===== src/rtl/morse_pkg.sv =====
// rtl/morse_pkg.sv - shared constants, FSM states and the A-Z Morse pattern lookup
package morse_pkg;

    localparam int MAX_CODE_W  = 16;
    localparam int LEN_W       = 4;
    localparam int NUM_LETTERS = 26;

    typedef enum logic [1:0] {IDLE, SEND, GAP, DONE} state_t;

    typedef struct packed {
        logic [MAX_CODE_W-1:0] pattern;
        logic [LEN_W-1:0]      len;
    } code_t;

    // Table entry: {symbol count[2:0], symbols left-aligned[3:0]}, 1 = dash.
    function automatic code_t morse_code(input logic [4:0] letter);
        logic [6:0]            t;
        logic [3:0]            sym;
        logic [MAX_CODE_W-1:0] pat;
        int                    n;
        int                    len;
        code_t                 c;
        case (letter)
            5'd0:    t = 7'b010_0100;
            5'd1:    t = 7'b100_1000;
            5'd2:    t = 7'b100_1010;
            5'd3:    t = 7'b011_1000;
            5'd4:    t = 7'b001_0000;
            5'd5:    t = 7'b100_0010;
            5'd6:    t = 7'b011_1100;
            5'd7:    t = 7'b100_0000;
            5'd8:    t = 7'b010_0000;
            5'd9:    t = 7'b100_0111;
            5'd10:   t = 7'b011_1010;
            5'd11:   t = 7'b100_0100;
            5'd12:   t = 7'b010_1100;
            5'd13:   t = 7'b010_1000;
            5'd14:   t = 7'b011_1110;
            5'd15:   t = 7'b100_0110;
            5'd16:   t = 7'b100_1101;
            5'd17:   t = 7'b011_0100;
            5'd18:   t = 7'b011_0000;
            5'd19:   t = 7'b001_1000;
            5'd20:   t = 7'b011_0010;
            5'd21:   t = 7'b100_0001;
            5'd22:   t = 7'b011_0110;
            5'd23:   t = 7'b100_1001;
            5'd24:   t = 7'b100_1011;
            5'd25:   t = 7'b100_1100;
            default: t = 7'b000_0000;
        endcase
        n   = {29'b0, t[6:4]};
        sym = t[3:0];
        pat = '0;
        len = 0;
        for (int i = 0; i < 4; i++) begin
            if (i < n) begin
                if (i > 0) begin
                    pat = {pat[MAX_CODE_W-2:0], 1'b0};
                    len = len + 1;
                end
                if (sym[3]) begin
                    pat = {pat[MAX_CODE_W-4:0], 3'b111};
                    len = len + 3;
                end else begin
                    pat = {pat[MAX_CODE_W-2:0], 1'b1};
                    len = len + 1;
                end
                sym = {sym[2:0], 1'b0};
            end
        end
        c.pattern = pat << (MAX_CODE_W - len);
        c.len     = len[LEN_W-1:0];
        return c;
    endfunction

endpackage


===== src/rtl/morse_tick_gen.sv =====
// rtl/morse_tick_gen.sv - Morse unit divider; MORSE_SPEED_SEL_EN adds a sampled speed shift
module morse_tick_gen
    import morse_pkg::*;
#(
    parameter int CLK_DIV = 25_000_000
) (
    input  logic       i_clk,
    input  logic       i_rst,
    input  logic       i_clr,
`ifdef MORSE_SPEED_SEL_EN
    input  logic [1:0] i_speed,
`endif
    input  logic       i_en,
    output logic       o_tick
);

    logic [31:0] r_cnt;
    logic [31:0] w_load;
    logic [31:0] w_reload;

`ifdef MORSE_SPEED_SEL_EN
    logic [31:0] r_reload;

    assign w_load   = (32'(CLK_DIV) << i_speed) - 32'd1;
    assign w_reload = r_reload;

    always_ff @(posedge i_clk) begin
        if (i_rst)
            r_reload <= '0;
        else if (i_clr)
            r_reload <= w_load;
    end
`else
    assign w_load   = 32'(CLK_DIV - 1);
    assign w_reload = w_load;
`endif

    // Clear preloads a full unit so the first unit after acceptance is not short.
    always_ff @(posedge i_clk) begin
        if (i_rst)
            r_cnt <= '0;
        else if (i_clr)
            r_cnt <= w_load;
        else if (i_en)
            r_cnt <= (r_cnt == '0) ? w_reload : r_cnt - 32'd1;
    end

    assign o_tick = i_en && (r_cnt == '0);

endmodule


===== src/rtl/morse_sender.sv =====
// rtl/morse_sender.sv - A-Z Morse letter sender; MORSE_SPEED_SEL_EN adds the Speed input
module morse_sender
    import morse_pkg::*;
#(
    parameter int CLK_DIV   = 25_000_000,
    parameter int GAP_UNITS = 3
) (
    input  logic       ClockIn,
    input  logic       Reset,
    input  logic       Start,
    input  logic [4:0] Letter,
`ifdef MORSE_SPEED_SEL_EN
    input  logic [1:0] Speed,
`endif
    output logic       DotDashOut,
    output logic       NewBitOut,
    output logic       Busy,
    output logic       Done,
    output logic       Err
);

    state_t                r_state;
    logic [MAX_CODE_W-1:0] r_pattern;
    logic [LEN_W-1:0]      r_units;
    logic [2:0]            r_gap;
    logic                  r_dd;
    logic                  r_busy;
    logic                  r_done;
    logic                  r_err;

    code_t                 w_code;
    logic                  w_valid;
    logic                  w_accept;
    logic                  w_en;
    logic                  w_tick;

    assign w_code   = morse_code(Letter);
    assign w_valid  = int'(Letter) < NUM_LETTERS;
    assign w_accept = (r_state == IDLE) && Start && w_valid;
    assign w_en     = (r_state == SEND) || (r_state == GAP);

    morse_tick_gen #(
        .CLK_DIV (CLK_DIV)
    ) u_tick (
        .i_clk   (ClockIn),
        .i_rst   (Reset),
        .i_clr   (w_accept),
`ifdef MORSE_SPEED_SEL_EN
        .i_speed (Speed),
`endif
        .i_en    (w_en),
        .o_tick  (w_tick)
    );

    always_ff @(posedge ClockIn) begin
        if (Reset) begin
            r_state   <= IDLE;
            r_pattern <= '0;
            r_units   <= '0;
            r_gap     <= '0;
            r_dd      <= 1'b0;
            r_busy    <= 1'b0;
            r_done    <= 1'b0;
            r_err     <= 1'b0;
        end else begin
            r_done <= 1'b0;
            r_err  <= 1'b0;
            case (r_state)
                IDLE: begin
                    if (Start) begin
                        if (w_valid) begin
                            r_pattern <= w_code.pattern;
                            r_units   <= w_code.len;
                            r_dd      <= w_code.pattern[MAX_CODE_W-1];
                            r_busy    <= 1'b1;
                            r_state   <= SEND;
                        end else begin
                            r_err <= 1'b1;
                        end
                    end
                end
                SEND: begin
                    if (w_tick) begin
                        r_pattern <= r_pattern << 1;
                        r_units   <= r_units - LEN_W'(1);
                        if (r_units == LEN_W'(1)) begin
                            r_state <= GAP;
                            r_gap   <= 3'(GAP_UNITS);
                            r_dd    <= 1'b0;
                        end else begin
                            r_dd <= r_pattern[MAX_CODE_W-2];
                        end
                    end
                end
                GAP: begin
                    if (w_tick) begin
                        if (r_gap == 3'd1) begin
                            r_state <= DONE;
                            r_busy  <= 1'b0;
                            r_done  <= 1'b1;
                        end else begin
                            r_gap <= r_gap - 3'd1;
                        end
                    end
                end
                default: r_state <= IDLE;
            endcase
        end
    end

    assign DotDashOut = r_dd;
    assign NewBitOut  = w_tick;
    assign Busy       = r_busy;
    assign Done       = r_done;
    assign Err        = r_err;

endmodule


===== config.mk =====
export PLATFORM = sky130hd
export DESIGN_NAME = morse_sender
export DESIGN_NICKNAME = d
export VERILOG_FILES = /design/src/rtl/morse_pkg.sv /design/src/rtl/morse_tick_gen.sv /design/src/rtl/morse_sender.sv
export SDC_FILE = /design/constraint.sdc
export NUM_CORES = 1
export LEC_CHECK = 0
export ABC_CLOCK_PERIOD_IN_PS = 8800
export CAP_MARGIN = 40
export CORE_MARGIN = 2
export CORE_UTILIZATION = 40
export DETAILED_ROUTE_END_ITERATION = 10
export GPL_ROUTABILITY_DRIVEN = 0
export HOLD_SLACK_MARGIN = 0.02
export PLACE_DENSITY = 0.66
export SLEW_MARGIN = 20
export SYNTH_ARGS = -nofsm -noshare
export SYNTH_HDL_FRONTEND = slang
export SYNTH_SLANG_ARGS = --single-unit

===== constraint.sdc =====
create_clock -name ClockIn -period 8.8 [get_ports ClockIn]
set_input_delay 1.32 -clock ClockIn [delete_from_list [all_inputs] [get_ports ClockIn]]
set_output_delay 1.32 -clock ClockIn [all_outputs]
set_load 0.02 [all_outputs]

# == Yosys cells after proc, flatten, opt, wreduce, memory -nomap -nowiden ==
# Memory sizes are Yosys's and may differ from the RTL's.
# Index checks and enable logic that the tools add are counted.
# word_totals
regBits,60
mem_bits_ro,224
in_bits,8
output_inout_bits,5
elab_cells,119
mem_count,1
# memory_table
memory,words,word_bits,read_ports,rd_ports_with_merged_regs,write_ports,line,source
(no name shown),32,7,1,0,0,morse_pkg.sv:23,case (letter)
# op_classes
addsub,13
order_cmp,5
n_eq_ne,11
shift,1
muxes,57
bitwise_logic,4
n_reduce_logical,17
# op_table
op,n
2-to-1 mux 32 bit,10
"adder 32 x 2 -> 32 bit, second input constant",6
"adder 32 x 3 -> 32 bit, second input constant",3
2-to-1 mux 16 bit,6
2-to-1 mux 25 bit,2
2-to-1 mux 15 bit,3
zero test 32 bit,1
<< shifter 16 x 32 -> 16 bit,1
"subtractor 32 x 1 -> 32 bit, second input constant",1
"subtractor 6 x 32 -> 32 bit, first input constant",1
case mux 15 bit (2 select lines),1
2-to-1 mux 4 bit,6
2-to-1 mux 3 bit,6
2-to-1 mux 2 bit,8
2-to-1 mux 1 bit,10
"inequality test 2 bit, second input constant",5
AND reduction 5 bit,2
case mux 4 bit (2 select lines),1
nonzero test 2 bit,4
"< comparator 1 x 3 -> 1 bit, first input constant",2
"< comparator 2 x 3 -> 1 bit, first input constant",2
case mux 2 bit (3 select lines),1
case mux 3 bit (2 select lines),1
AND reduction 6 bit,1
16 further kinds,24

# == Depth between registers and ports, before layout ==
# Gate-level depths: netlist of the first run.
# An unclocked memory read counts as a cell.
# depth
ltp_word,23
mapped_depth,30
ltp_nobuf,28

# == Cells and area by module ==
# Synthesis of the first run repeated with hierarchy kept, for this count alone.
# unflattened
cells_unflattened,653
area_unflattened_um2,5129.9
# by_module_without_submodules
mod,instances,cells_each,area_per_inst_um2,seq_area_each_um2
morse_sender,1,479,3575.9,560.5
morse_tick_gen,1,174,1554.0,640.6

# == Least setup slack after synthesis of the first run ==
# OpenSTA, ideal clock, no wires.
# synth_path
path_type,input-to-reg
from,input port Letter[0]
to,"register r_dd, in the netlist DotDashOut"
setup_ns,0.091
t_arrival_ns,6.678
required_ns,8.709
slack_ns,2.032
stages,30
n_path_buf,2
path_cell_list,inv_1 > ha_1 > nor3_1 > a2111oi_2 > a221o_1 > clkbuf_1 > nor2_1 > nand2_1 > clkinv_1 > nor2_1 > ha_1 > nand2_1 > o31ai_1 > ha_1 > ha_1 > nand2b_1 > nand2_1 > ha_1 > inv_1 > maj3_1 > o21a_1 > or2_2 > nor2_1 > ha_1 > nor3b_1 > o211ai_1 > nor3_2 > buf_2 > nand4_1 > a311oi_1
# synth_via
elab_chain_len,23
word_cells_on_any_way,44
classes_between,10 x add/sub; 5 x order compare; 1 x eq/ne; 1 x shift; 25 x mux; 1 x reduce/logical; 1 x memory
# synth_lines
element,line,source
start: declaration,morse_sender.sv:11,"input logic [4:0] Letter,"
memory read (32 x 7 bit),n/a,
< comparator 1 x 3 -> 1 bit / 2-to-1 mux 2 bit (equally long branches),"morse_pkg.sv:57, morse_pkg.sv:62",
2-to-1 mux 2 bit,morse_pkg.sv:57,if (i < n) begin
adder 32 x 2 -> 32 bit,morse_pkg.sv:60,len = len + 1;
2-to-1 mux 32 bit,morse_pkg.sv:57,
adder 32 x 2 -> 32 bit / adder 32 x 3 -> 32 bit (equally long branches),"morse_pkg.sv:67, morse_pkg.sv:64",
2-to-1 mux 32 bit,morse_pkg.sv:62,if (sym[3]) begin
2-to-1 mux 32 bit,morse_pkg.sv:57,
[... 7 more ...],n/a,
adder 32 x 2 -> 32 bit / adder 32 x 3 -> 32 bit (equally long branches),"morse_pkg.sv:67, morse_pkg.sv:64",
2-to-1 mux 32 bit,morse_pkg.sv:62,
2-to-1 mux 32 bit,morse_pkg.sv:57,
subtractor 6 x 32 -> 32 bit,morse_pkg.sv:72,c.pattern = pat << (MAX_CODE_W - len);
<< shifter 16 x 32 -> 16 bit,morse_pkg.sv:72,
2-to-1 mux 1 bit,morse_sender.sv:71,if (w_valid) begin
2-to-1 mux 1 bit,morse_sender.sv:70,if (Start) begin
case mux 1 bit (2 select lines),morse_sender.sv:68,case (r_state)
end signal: assignment,morse_sender.sv:74,r_dd <= w_code.pattern[MAX_CODE_W-1];
end signal: assignment,morse_sender.sv:91,r_dd <= r_pattern[MAX_CODE_W-2];
end: declaration,morse_sender.sv:26,logic r_dd;
# Parallel ways exist; a longest one is shown, timed or not. The select of a mux whose other input is x is not followed.
# A chain may end at the register's enable or synchronous reset.

# == Worst setup path in the final report of the first run ==
# layout_path
from,input port Letter[0]
to,register r_pattern[2]
# layout_via
elab_chain_len,23
word_cells_on_any_way,44
classes_between,10 x add/sub; 5 x order compare; 1 x eq/ne; 1 x shift; 25 x mux; 1 x reduce/logical; 1 x memory
# layout_lines
element,line,source
memory read (32 x 7 bit),n/a,
< comparator 1 x 3 -> 1 bit / 2-to-1 mux 2 bit (equally long branches),"morse_pkg.sv:57, morse_pkg.sv:62",
2-to-1 mux 2 bit,morse_pkg.sv:57,
adder 32 x 2 -> 32 bit,morse_pkg.sv:60,
2-to-1 mux 32 bit,morse_pkg.sv:57,
adder 32 x 2 -> 32 bit / adder 32 x 3 -> 32 bit (equally long branches),"morse_pkg.sv:67, morse_pkg.sv:64",
2-to-1 mux 32 bit,morse_pkg.sv:62,
2-to-1 mux 32 bit,morse_pkg.sv:57,
[... 7 more ...],n/a,
adder 32 x 2 -> 32 bit / adder 32 x 3 -> 32 bit (equally long branches),"morse_pkg.sv:67, morse_pkg.sv:64",
2-to-1 mux 32 bit,morse_pkg.sv:62,
2-to-1 mux 32 bit,morse_pkg.sv:57,
subtractor 6 x 32 -> 32 bit,morse_pkg.sv:72,
<< shifter 16 x 32 -> 16 bit,morse_pkg.sv:72,
2-to-1 mux 15 bit,morse_sender.sv:71,
2-to-1 mux 15 bit,morse_sender.sv:70,
case mux 15 bit (2 select lines),morse_sender.sv:68,
end signal: assignment,morse_sender.sv:72,r_pattern <= w_code.pattern;
end signal: assignment,morse_sender.sv:84,r_pattern <= r_pattern << 1;
end: declaration,morse_sender.sv:23,logic [MAX_CODE_W-1:0] r_pattern;
# Parallel ways exist; a longest one is shown, timed or not. The select of a mux whose other input is x is not followed.

==> results of run 1 <==
-- final timing paths --
kind | start | endpoint
setup / recovery | Letter[0] | r_pattern[2]
hold / removal | r_gap[2] | r_gap[2]
setup reg to reg | u_tick.r_cnt[7] | r_pattern[12]
hold reg to reg | r_gap[2] | r_gap[2]
-- metrics by stage --
| stage | utilization, % | setup WS (ps) | hold slack, ps | total power [mW] |
|---|---|---|---|---|
| 6_report | 45.3 | 788 | 473 | 1.63 |
| 5_1_grt | 45.3 | 157 | 487 | 1.77 |
| 4_1_cts | 45.3 | 753 | 468 | 1.63 |
| 3_5_place_dp | 42.9 | 425 | 460 | 1.30 |
| 3_3_place_gp | 42.7 | 757 | 449 | 1.27 |
| 2_1_floorplan | - | 2030 | 440 | 1.11 |
-- power by group through the flow --
stage	sequential (mW)	clock [mW]	combinational, mW
4_1_cts	0.413	0.328	0.892
5_1_grt	0.423	0.340	1.01
2_1_floorplan	0.407	0	0.704
3_3_place_gp	0.413	0	0.856
3_5_place_dp	0.418	0	0.887
6_report	0.414	0.319	0.895
-- cell type report --
type	count	share of cell area, %
flip-flops and latches	60	23.1
well taps	143	3.44
clock buffers	10	4.60
clock inverters	6	0.770
inverters	22	1.59
repair buffers	20	3.54
multi-input cells	504	63.0
-- registers in the layout, summed over array words and instances (netlist names) --
| name | flops |
|---|---|
| r_units | 4 |
| r_gap | 3 |
| DotDashOut | 1 |
| r_state | 2 |
| u_tick.r_cnt | 32 |
| Err | 1 |
| Busy | 1 |
| Done | 1 |
| r_pattern | 15 |
-- cell usage after synthesis, types with 5 or more instances --
library cell	n	share of area, %
and3_1	8	1.1
ha_1	22	5.8
a211oi_1	14	2.2
nor4_1	7	0.92
a32oi_1	8	1.5
o211ai_1	8	1.3
nand3_1	22	2.3
or3_1	10	1.3
nand2_1	43	3.4
nand3b_1	5	0.79
mux2i_1	12	2.5
o22ai_1	7	0.92
xor2_1	10	1.8
nor2b_1	11	1.5
o21a_1	5	0.79
nor3_1	29	3.1
a31oi_1	9	1.2
buf_2	11	1.2
inv_1	18	1.4
nand4_1	9	1.2
nor2_1	77	6.1
nand2b_1	11	1.5
xnor2_1	23	4.3
a21oi_1	49	5.2
clkbuf_1	20	1.6
dfxtp_1	60	25
o31ai_1	6	0.95
o21ai_0	25	2.6
-- repair_timing --
action	in CTS	in global routing
resized for setup	0	1
endpoints found under the setup margin	0	1
buffers inserted	0	0
-- worst register-to-register path: stages, from the launching register on --
cell and delay (ps):
dfxtp_1 350, nor4_1 430, nor2b_1 280, nand2_1 110, or3_1 410, nor4_1 720
and2_1 410, nand2_1 140, a21oi_2 400, buf_6 250, and3_1 170, a21oi_1 40
o22ai_1 160
-- layer usage --
layer / share of wire (%) / up-vias / GRT usage (%) / routed length (microns)
li1: - / 2261 / - / -
met1: 45 / 2156 / 22.8 / 5190
met2: 49 / 95 / 31.3 / 5570
met3: 3.8 / 22 / 3.96 / 432
met4: 2.2 / 0 / 6.18 / 251
met5: 0 / - / 0 / 0
-- cell families (layout without fill, tap and decap cells) --
| kind of cell | count (synthesis) | count (layout) | synth area share (%) |
|---|---|---|---|
| adder cells (fa/ha/maj) | 23 | 23 | 6.03 |
| AND/OR/NAND/NOR | 255 | 255 | 27.1 |
| AO/OA/AOI/OAI | 173 | 173 | 24.7 |
| XOR/XNOR | 35 | 35 | 6.79 |
| multiplexers | 17 | 17 | 4.28 |
| buffers and inverters | 60 | 58 | 5.60 |
| flip-flops | 60 | 60 | 25.4 |
| other | 1 | 1 | 0.0792 |
==> results.ini, run 1 <==
[critical_path]
slowest_stage=clkdlybuf4s50_1
path_buf_inv=4
crit_path_frequent_cell=ha_1
worst_ep_arrival_time_ps=8250
cp_max_fo=12
r2r_setup_slack_ps=4840
slowest_delay_ps=600
critPathTopFamily=adder cells
crit_type=input pin to flip-flop
required_ps=9030
reg2regPathDepth=12
setup.worst_path.start_class=input pin
end_kind=flip-flop
path_depth=29

[die]
row_count=39
dieHeight_microns=113
start_util_pct=41.3
core_sq_mm=0.0115
fp.dieW_microns=113
ios=13
dieArea_sq_mm=0.0127

[power_and_ir_drop]
vdd_drop_max_mv=0.250
p_comb_share_pct=55.0
switching_power_mw=0.734
sw_frac_of_total_pct=45.1
total_leakage_power_nw=1.92
clock_power_share_pct=19.6
cellPowerDensity_mw_per_mm2=313
internal-power_mw=0.894
p_seq_share_pct=25.4

[drt]
ant_nets=0
drt_iter0_markers=317
drt-vias-per-instance=5.93
drtPass1Iterations=5
drc=0
vias=4534
wl_mm=11.4
wl_per_cell_microns=15.0

[placed_design]
placed_area_sq_mm=0.00491
port_buffers=12
dp_cells=749
place_hpwl_mm=8.37

[synthesis]
ys_ff_latch=60
synth_edf_count=0
seq_area_frac_synth_pct=25.4
yosys_most_used_dff=dfxtp_1
synth_area_sq_mm=0.00473
synth_cell_types=79
yosysWarnings=0
syn_inst=624
async_flop_share_pct=0
syn_nets=654
postSynthAreaPerCell_sq_um=7.59

[global_route]
grt_pass1_wl_mm=19.5
antenna_found_initial=0
grt_max_degree=48
grtUsageTotal_pct=18.3
overflow=0
grt_pass1_vias=4267

[cells_and_area]
num_antenna_cells=0
drive_above_1_share_pct=7.72
finalNonFillerCells=765
area_growth_pct=9.83
nets=647
area.sequential_sq_mm=0.00120
most-common-layout-cells=nor2_1, dfxtp_1, a21oi_1
design_area_sq_mm=0.00520
multiInputGateArea_sq_mm=0.00327
fillers=1117
final_common_cell=nor2_1

[timing]
period_share_pct=91.0
rsz0062_at_grt=no
min_period_ps=8010
maxSlewHeadroom_pct=45.7
final_max_slew_viol_count=0
max_freq_mhz=125
setup_viol=0
finClkSkew_ps=7.51
fin_setup_tns_ps=0
hold_viol=0
worst_pin_slew_ps=807

[clocking]
cts_buffers=9
cts_tree=done
clk_latency_ps=330
root_buffer=clkbuf_16
clk_pin_slew_ps=50
clock_path_buffers=2
htree_levels=3
cts_hold_buf=0
numClockSinks=60

[worst_hold_path]
min_path_cells=2
hold_path.class=flip-flop to flip-flop

[job]
maxCapViolCount=0

[outcome]
run_status=complete, no violations

Note: power is estimated with default switching activity, not from simulation.
==> run 2, diff against run 1 <==
--- a/config.mk
+++ b/config.mk
@@ -13,7 +13,7 @@
 export GPL_ROUTABILITY_DRIVEN = 0
 export HOLD_SLACK_MARGIN = 0.02
 export PLACE_DENSITY = 0.66
-export SLEW_MARGIN = 20
+export SLEW_MARGIN = 25
 export SYNTH_ARGS = -nofsm -noshare
 export SYNTH_HDL_FRONTEND = slang
 export SYNTH_SLANG_ARGS = --single-unit
==> run 2 against run 1 <==
Via count fell by 0.26%. Sequential power barely moved. Die area did not move. Utilization rose by 0.27 points. Final cell count rose by 0.13%. Critical path type unchanged. Highest routed layer unchanged.
==> results.ini, run 2 (synthesized netlist as in run 1, its figures left out) <==
[worst_hold_path]
hold_path.class=flip-flop to flip-flop

[timing]
maxSlewHeadroom_pct=50.5  ; +4.8 points
hold_viol=0  ; unchanged
max_freq_mhz=125  ; -0.16%
period_share_pct=91.2  ; +0.15 points
fin_setup_tns_ps=0  ; unchanged
worst_pin_slew_ps=741  ; -66.0 ps
whs_ps=472  ; -1.57 ps
rsz0062_at_grt=no
final_max_slew_viol_count=0  ; unchanged
layout_setup_ws_ps=775  ; -13.1 ps
setup_viol=0  ; unchanged
min_period_ps=8030  ; +13.1 ps
finClkSkew_ps=5.20  ; -2.30 ps

[drt]
wl_mm=11.5  ; +0.14%
drtPass1Iterations=4  ; -1
vias=4522  ; -0.26%
ant_nets=0  ; unchanged
drt_iter0_markers=333  ; +5.0%
drc=0  ; unchanged
drt-vias-per-instance=5.90  ; -0.39%
wl_per_cell_microns=15.0  ; about the same

[critical_path]
worst_ep_arrival_time_ps=8250  ; about the same
crit_start=Letter[0]
slowest_delay_ps=590  ; about the same
reg2reg_to=r_pattern[12]
end_kind=flip-flop
crit_type=input pin to flip-flop
r2r_setup_slack_ps=5130  ; +290 ps
r2r_start=u_tick.r_cnt[2]
required_ps=9030  ; about the same
slowest_stage=clkdlybuf4s50_1
reg2regPathDepth=12  ; unchanged
critPathCapture=r_pattern[2]
crit_path_frequent_cell=ha_1
setup.worst_path.start_class=input pin
cp_max_fo=12  ; unchanged

[clocking]
cts_tree=done
clk_latency_ps=330  ; about the same
clock_path_buffers=2  ; unchanged
numClockSinks=60  ; unchanged
clk_pin_slew_ps=50  ; about the same
cts_buffers=9  ; unchanged
cts_setup_buffers=0  ; unchanged
htree_levels=3  ; unchanged
root_buffer=clkbuf_16

[cells_and_area]
top_regs=u_tick.r_cnt x32, r_pattern x15, r_units x4
finalNonFillerCells=766  ; +0.13%
registers.top_by_ff_count=u_tick.r_cnt
num_antenna_cells=0  ; unchanged
drive_above_1_share_pct=7.54  ; -0.17 points
nets=648  ; +0.15%
most-common-layout-cells=nor2_1, dfxtp_1, a21oi_1
area_growth_pct=10.5
largest_register_ffs=32  ; unchanged
final_common_cell=nor2_1
utilization_pct=45.6  ; +0.27 points
fillers=1133  ; +1.4%

[placed_design]
pre_cts_slack_ps=427  ; +2.43 ps
place_hpwl_mm=8.34  ; -0.38%
port_buffers=12  ; unchanged
dp_cells=749  ; unchanged

[die]
fp.dieW_microns=113  ; unchanged
row_count=39  ; unchanged
dieHeight_microns=113  ; unchanged
ios=13  ; unchanged
dieArea_sq_mm=0.0127  ; unchanged
start_util_pct=41.3  ; unchanged
core_sq_mm=0.0115  ; unchanged

[power_and_ir_drop]
cellPowerDensity_mw_per_mm2=318  ; +1.6%
vdd_drop_max_mv=0.214  ; -15%
total_leakage_power_nw=1.93  ; +0.44%

[job]
maxCapViolCount=0  ; unchanged

[global_route]
grtUsageTotal_pct=18.6  ; +0.35 points
overflow=0  ; unchanged
grt_pass1_vias=4277  ; +0.23%
grt_max_degree=48  ; unchanged
grt_pass1_wl_mm=19.8  ; +1.5%
antenna_found_initial=0  ; unchanged

[outcome]
run_status=complete, no violations

run 2: cell types whose count changed in the layout (fill, tap and decap cells not counted), sizes merged:
cell,delta
bufinv,+1
clkinvlp,+1
clkbuf,+4
clkinv,-5
run 2: power breakdown:
part / switching, mW / total [mW] / internal [mW]
Sequential: 0.0631 / 0.413 / 0.350
Clock: 0.119 / 0.354 / 0.234
Combinational: 0.549 / 0.896 / 0.347
Total: 0.732 / 1.66 / 0.932
run 2: final cells by class:
class,instances,area [sq um],area share (%)
tap,143,179,3.42
inverter,22,82.6,1.58
sequential,60,1200,23.0
clock inverter,3,45.0,0.861
timing repair buffer,21,189,3.61
multi-input combinational,504,3270,62.6
clock buffer,13,260,4.97
run 2: metrics by stage:
stage / instance area, sq um / total power, mW
3_3_place_gp: 4900 / 1.27
5_1_grt: 5230 / 1.81
3_5_place_dp: 4910 / 1.30
6_report: 5230 / 1.66
4_1_cts: 5220 / 1.67
2_1_floorplan: 4730 / 1.11
run 2: worst min path at each step:
| stage | start | to | cells past startpoint |
|---|---|---|---|
| global route | r_pattern[0] | r_pattern[0] | 1 |
| finish | r_gap[2] | r_gap[2] | 2 |
| CTS | r_gap[2] | r_gap[2] | 2 |
| global placement | r_gap[2] | r_gap[2] | 2 |
| floorplan | r_gap[2] | r_gap[2] | 2 |
| detailed placement | r_gap[2] | r_gap[2] | 2 |
run 2: routing by layer:
layer	up-vias	global-route usage (%)	share of wire, %
li1	2260	-	-
met4	0	6.59	1.8
met5	-	0	0
met3	17	4.55	3.7
met2	91	31.1	49
met1	2154	23.5	46
run 2: repair_timing:
| item | 4_1_cts | 5_1_grt |
|---|---|---|
| hold buffers | 0 | 0 |
| resized for setup | 0 | 1 |
| setup endpoints to repair | 0 | 10 |
run 2: worst max-delay path: cells and delay by family:
kind            cells  cell delay [ps]
fa+ha+maj           7             2060
compound gates      7             1790
buf+inv             4             1190
simple gates       11             1910
==> run 3, diff against run 2 <==
--- a/config.mk
+++ b/config.mk
@@ -7,7 +7,6 @@
 export LEC_CHECK = 0
 export ABC_CLOCK_PERIOD_IN_PS = 8800
 export CAP_MARGIN = 40
-export CORE_MARGIN = 2
 export CORE_UTILIZATION = 40
 export DETAILED_ROUTE_END_ITERATION = 10
 export GPL_ROUTABILITY_DRIVEN = 0
==> run 3 against run 2 <==
Clock power hardly changed. Utilization about the same. Global-route usage decreased by 0.15 points. Die area down 3.5%. Fmax shrank 0.95%. Combinational power about the same. Clock skew up 0.94 ps. Worst setup slack worse by 77 ps. Sequential power is essentially flat. Routed wire length down 1.8%. Via count down 0.64%. Total power is 0.32% lower. Critical path type unchanged. Largest power group unchanged.
==> results.ini, run 3 (synthesized netlist as in run 1, its figures left out) <==
[power_and_ir_drop]
total_leakage_power_nw=1.93  ; -0.24%
vdd_drop_max_mv=0.172  ; -19%
cellPowerDensity_mw_per_mm2=317  ; -0.23%
power_mw=1.66  ; -0.32%

[worst_hold_path]
hold_path.class=flip-flop to flip-flop

[cells_and_area]
fillers=1114  ; -1.7%
top_regs=u_tick.r_cnt x32, r_pattern x15, r_units x4
num_antenna_cells=0  ; unchanged
utilization_pct=45.6  ; about the same
nets=647  ; -0.15%
registers.top_by_ff_count=u_tick.r_cnt
final_common_cell=nor2_1
design_area_sq_mm=0.00523  ; about the same
largest_register_ffs=32  ; unchanged
drive_above_1_share_pct=7.40  ; -0.15 points
most-common-layout-cells=nor2_1, dfxtp_1, a21oi_1
finalNonFillerCells=765  ; -0.13%
area_growth_pct=10.4  ; about the same

[timing]
layout_setup_ws_ps=698  ; -77.1 ps
rsz0062_at_grt=no
maxSlewHeadroom_pct=48.4  ; -2.1 points
finClkSkew_ps=6.14  ; +0.942 ps
setup_viol=0  ; unchanged
worst_pin_slew_ps=769  ; +27.4 ps
min_period_ps=8100  ; +77.1 ps
max_freq_mhz=123  ; -0.95%
period_share_pct=92.1  ; +0.88 points
final_max_slew_viol_count=0  ; unchanged
whs_ps=469  ; -3.16 ps
fin_setup_tns_ps=0  ; unchanged
hold_viol=0  ; unchanged

[critical_path]
slowest_stage=clkdlybuf4s50_1
worst_ep_arrival_time_ps=8350  ; +100 ps
cp_max_fo=12  ; unchanged
setup.worst_path.start_class=input pin
end_kind=flip-flop
required_ps=9050  ; +20 ps
slowest_delay_ps=720  ; +130 ps
r2r_setup_slack_ps=4680  ; -450 ps
crit_type=input pin to flip-flop
crit_path_frequent_cell=ha_1

[drt]
dr_wl_met3_microns=402  ; -5.6%
met1_length_mm=5.24  ; -0.57%
drtPass1Iterations=5  ; +1
wl_per_cell_microns=14.7  ; -1.7%
vias=4493  ; -0.64%
drt-vias-per-instance=5.87  ; -0.51%
drc=0  ; unchanged
dr_wl_met2_mm=5.40  ; -2.9%
wl_mm=11.2  ; -1.8%
highest_layer=met4
drt_iter0_markers=338  ; +1.5%
ant_nets=0  ; unchanged

[clocking]
cts_buffers=9  ; unchanged
cts_setup_buffers=0  ; unchanged
numClockSinks=60  ; unchanged
cts_tree=done
clk_pin_slew_ps=50  ; about the same
root_buffer=clkbuf_16
htree_levels=3  ; unchanged
clk_latency_ps=330  ; about the same
clock_path_buffers=2  ; unchanged

[global_route]
grt_pass1_wl_mm=19.0  ; -3.8%
antenna_found_initial=0  ; unchanged
grt_max_degree=48  ; unchanged
grt_pass1_vias=4128  ; -3.5%
overflow=0  ; unchanged
grtUsageTotal_pct=18.5  ; -0.15 points

[placed_design]
place_hpwl_mm=8.17  ; -2.0%
dp_cells=749  ; unchanged
pre_cts_slack_ps=357  ; -70.6 ps
port_buffers=12  ; unchanged
placed_area_sq_mm=0.00491  ; unchanged

[job]
maxCapViolCount=0  ; unchanged

[die]
ios=13  ; unchanged
dieHeight_microns=111  ; -1.8%
core_sq_mm=0.0115  ; unchanged
start_util_pct=41.3  ; unchanged
dieArea_sq_mm=0.0123  ; -3.5%
row_count=39  ; unchanged
fp.dieW_microns=111  ; -1.8%

[outcome]
run_status=complete, no violations

==> run 3: changes by cell type in the layout (fill, tap and decap cells not counted), sizes merged <==
cell,previous run,this run
clkbuf,14,13
==> run 3: layer usage <==
layer / track usage (%) / up-vias
li1: - / 2252
met1: 23.5 / 2130
met2: 30.1 / 93
met3: 4.37 / 18
met4: 7.11 / 0
met5: 0 / -
==> run 3: worst paths after layout <==
path         cells past startpoint             to             from
max                             29  r_pattern[11]        Letter[1]
min                              2       r_gap[2]         r_gap[2]
max reg2reg                     11     r_units[3]  u_tick.r_cnt[7]
min reg2reg                      2       r_gap[2]         r_gap[2]
==> run 3: timing repair <==
action,in CTS,in global routing
hold buffers,0,0
setup endpoints to repair,0,13
gates resized for setup,0,1
==> run 3: worst max-delay path: cells and delay by family <==
family / cells / cell delay [ps]
AOI/OAI and AO/OA: 5 / 1130
muxes: 1 / 140
adders and majority gates: 7 / 2250
and+or+nand+nor: 11 / 2080
buffers and inverters: 5 / 1440
==> run 3: report_power, final <==
part / internal (mW) / switching (mW)
Sequential: 0.350 / 0.0635
Combinational: 0.347 / 0.546
Clock: 0.234 / 0.117
==> run 3: layout make-up <==
cell class	instances	area [sq um]	area share [%]
Clock buffer	13	260	4.98
Clock inverter	3	45.0	0.862
Inverter	22	82.6	1.58
Multi-Input combinational cell	504	3270	62.7
Sequential cell	60	1200	23.0
Tap cell	143	179	3.42
Timing Repair Buffer	20	184	3.52
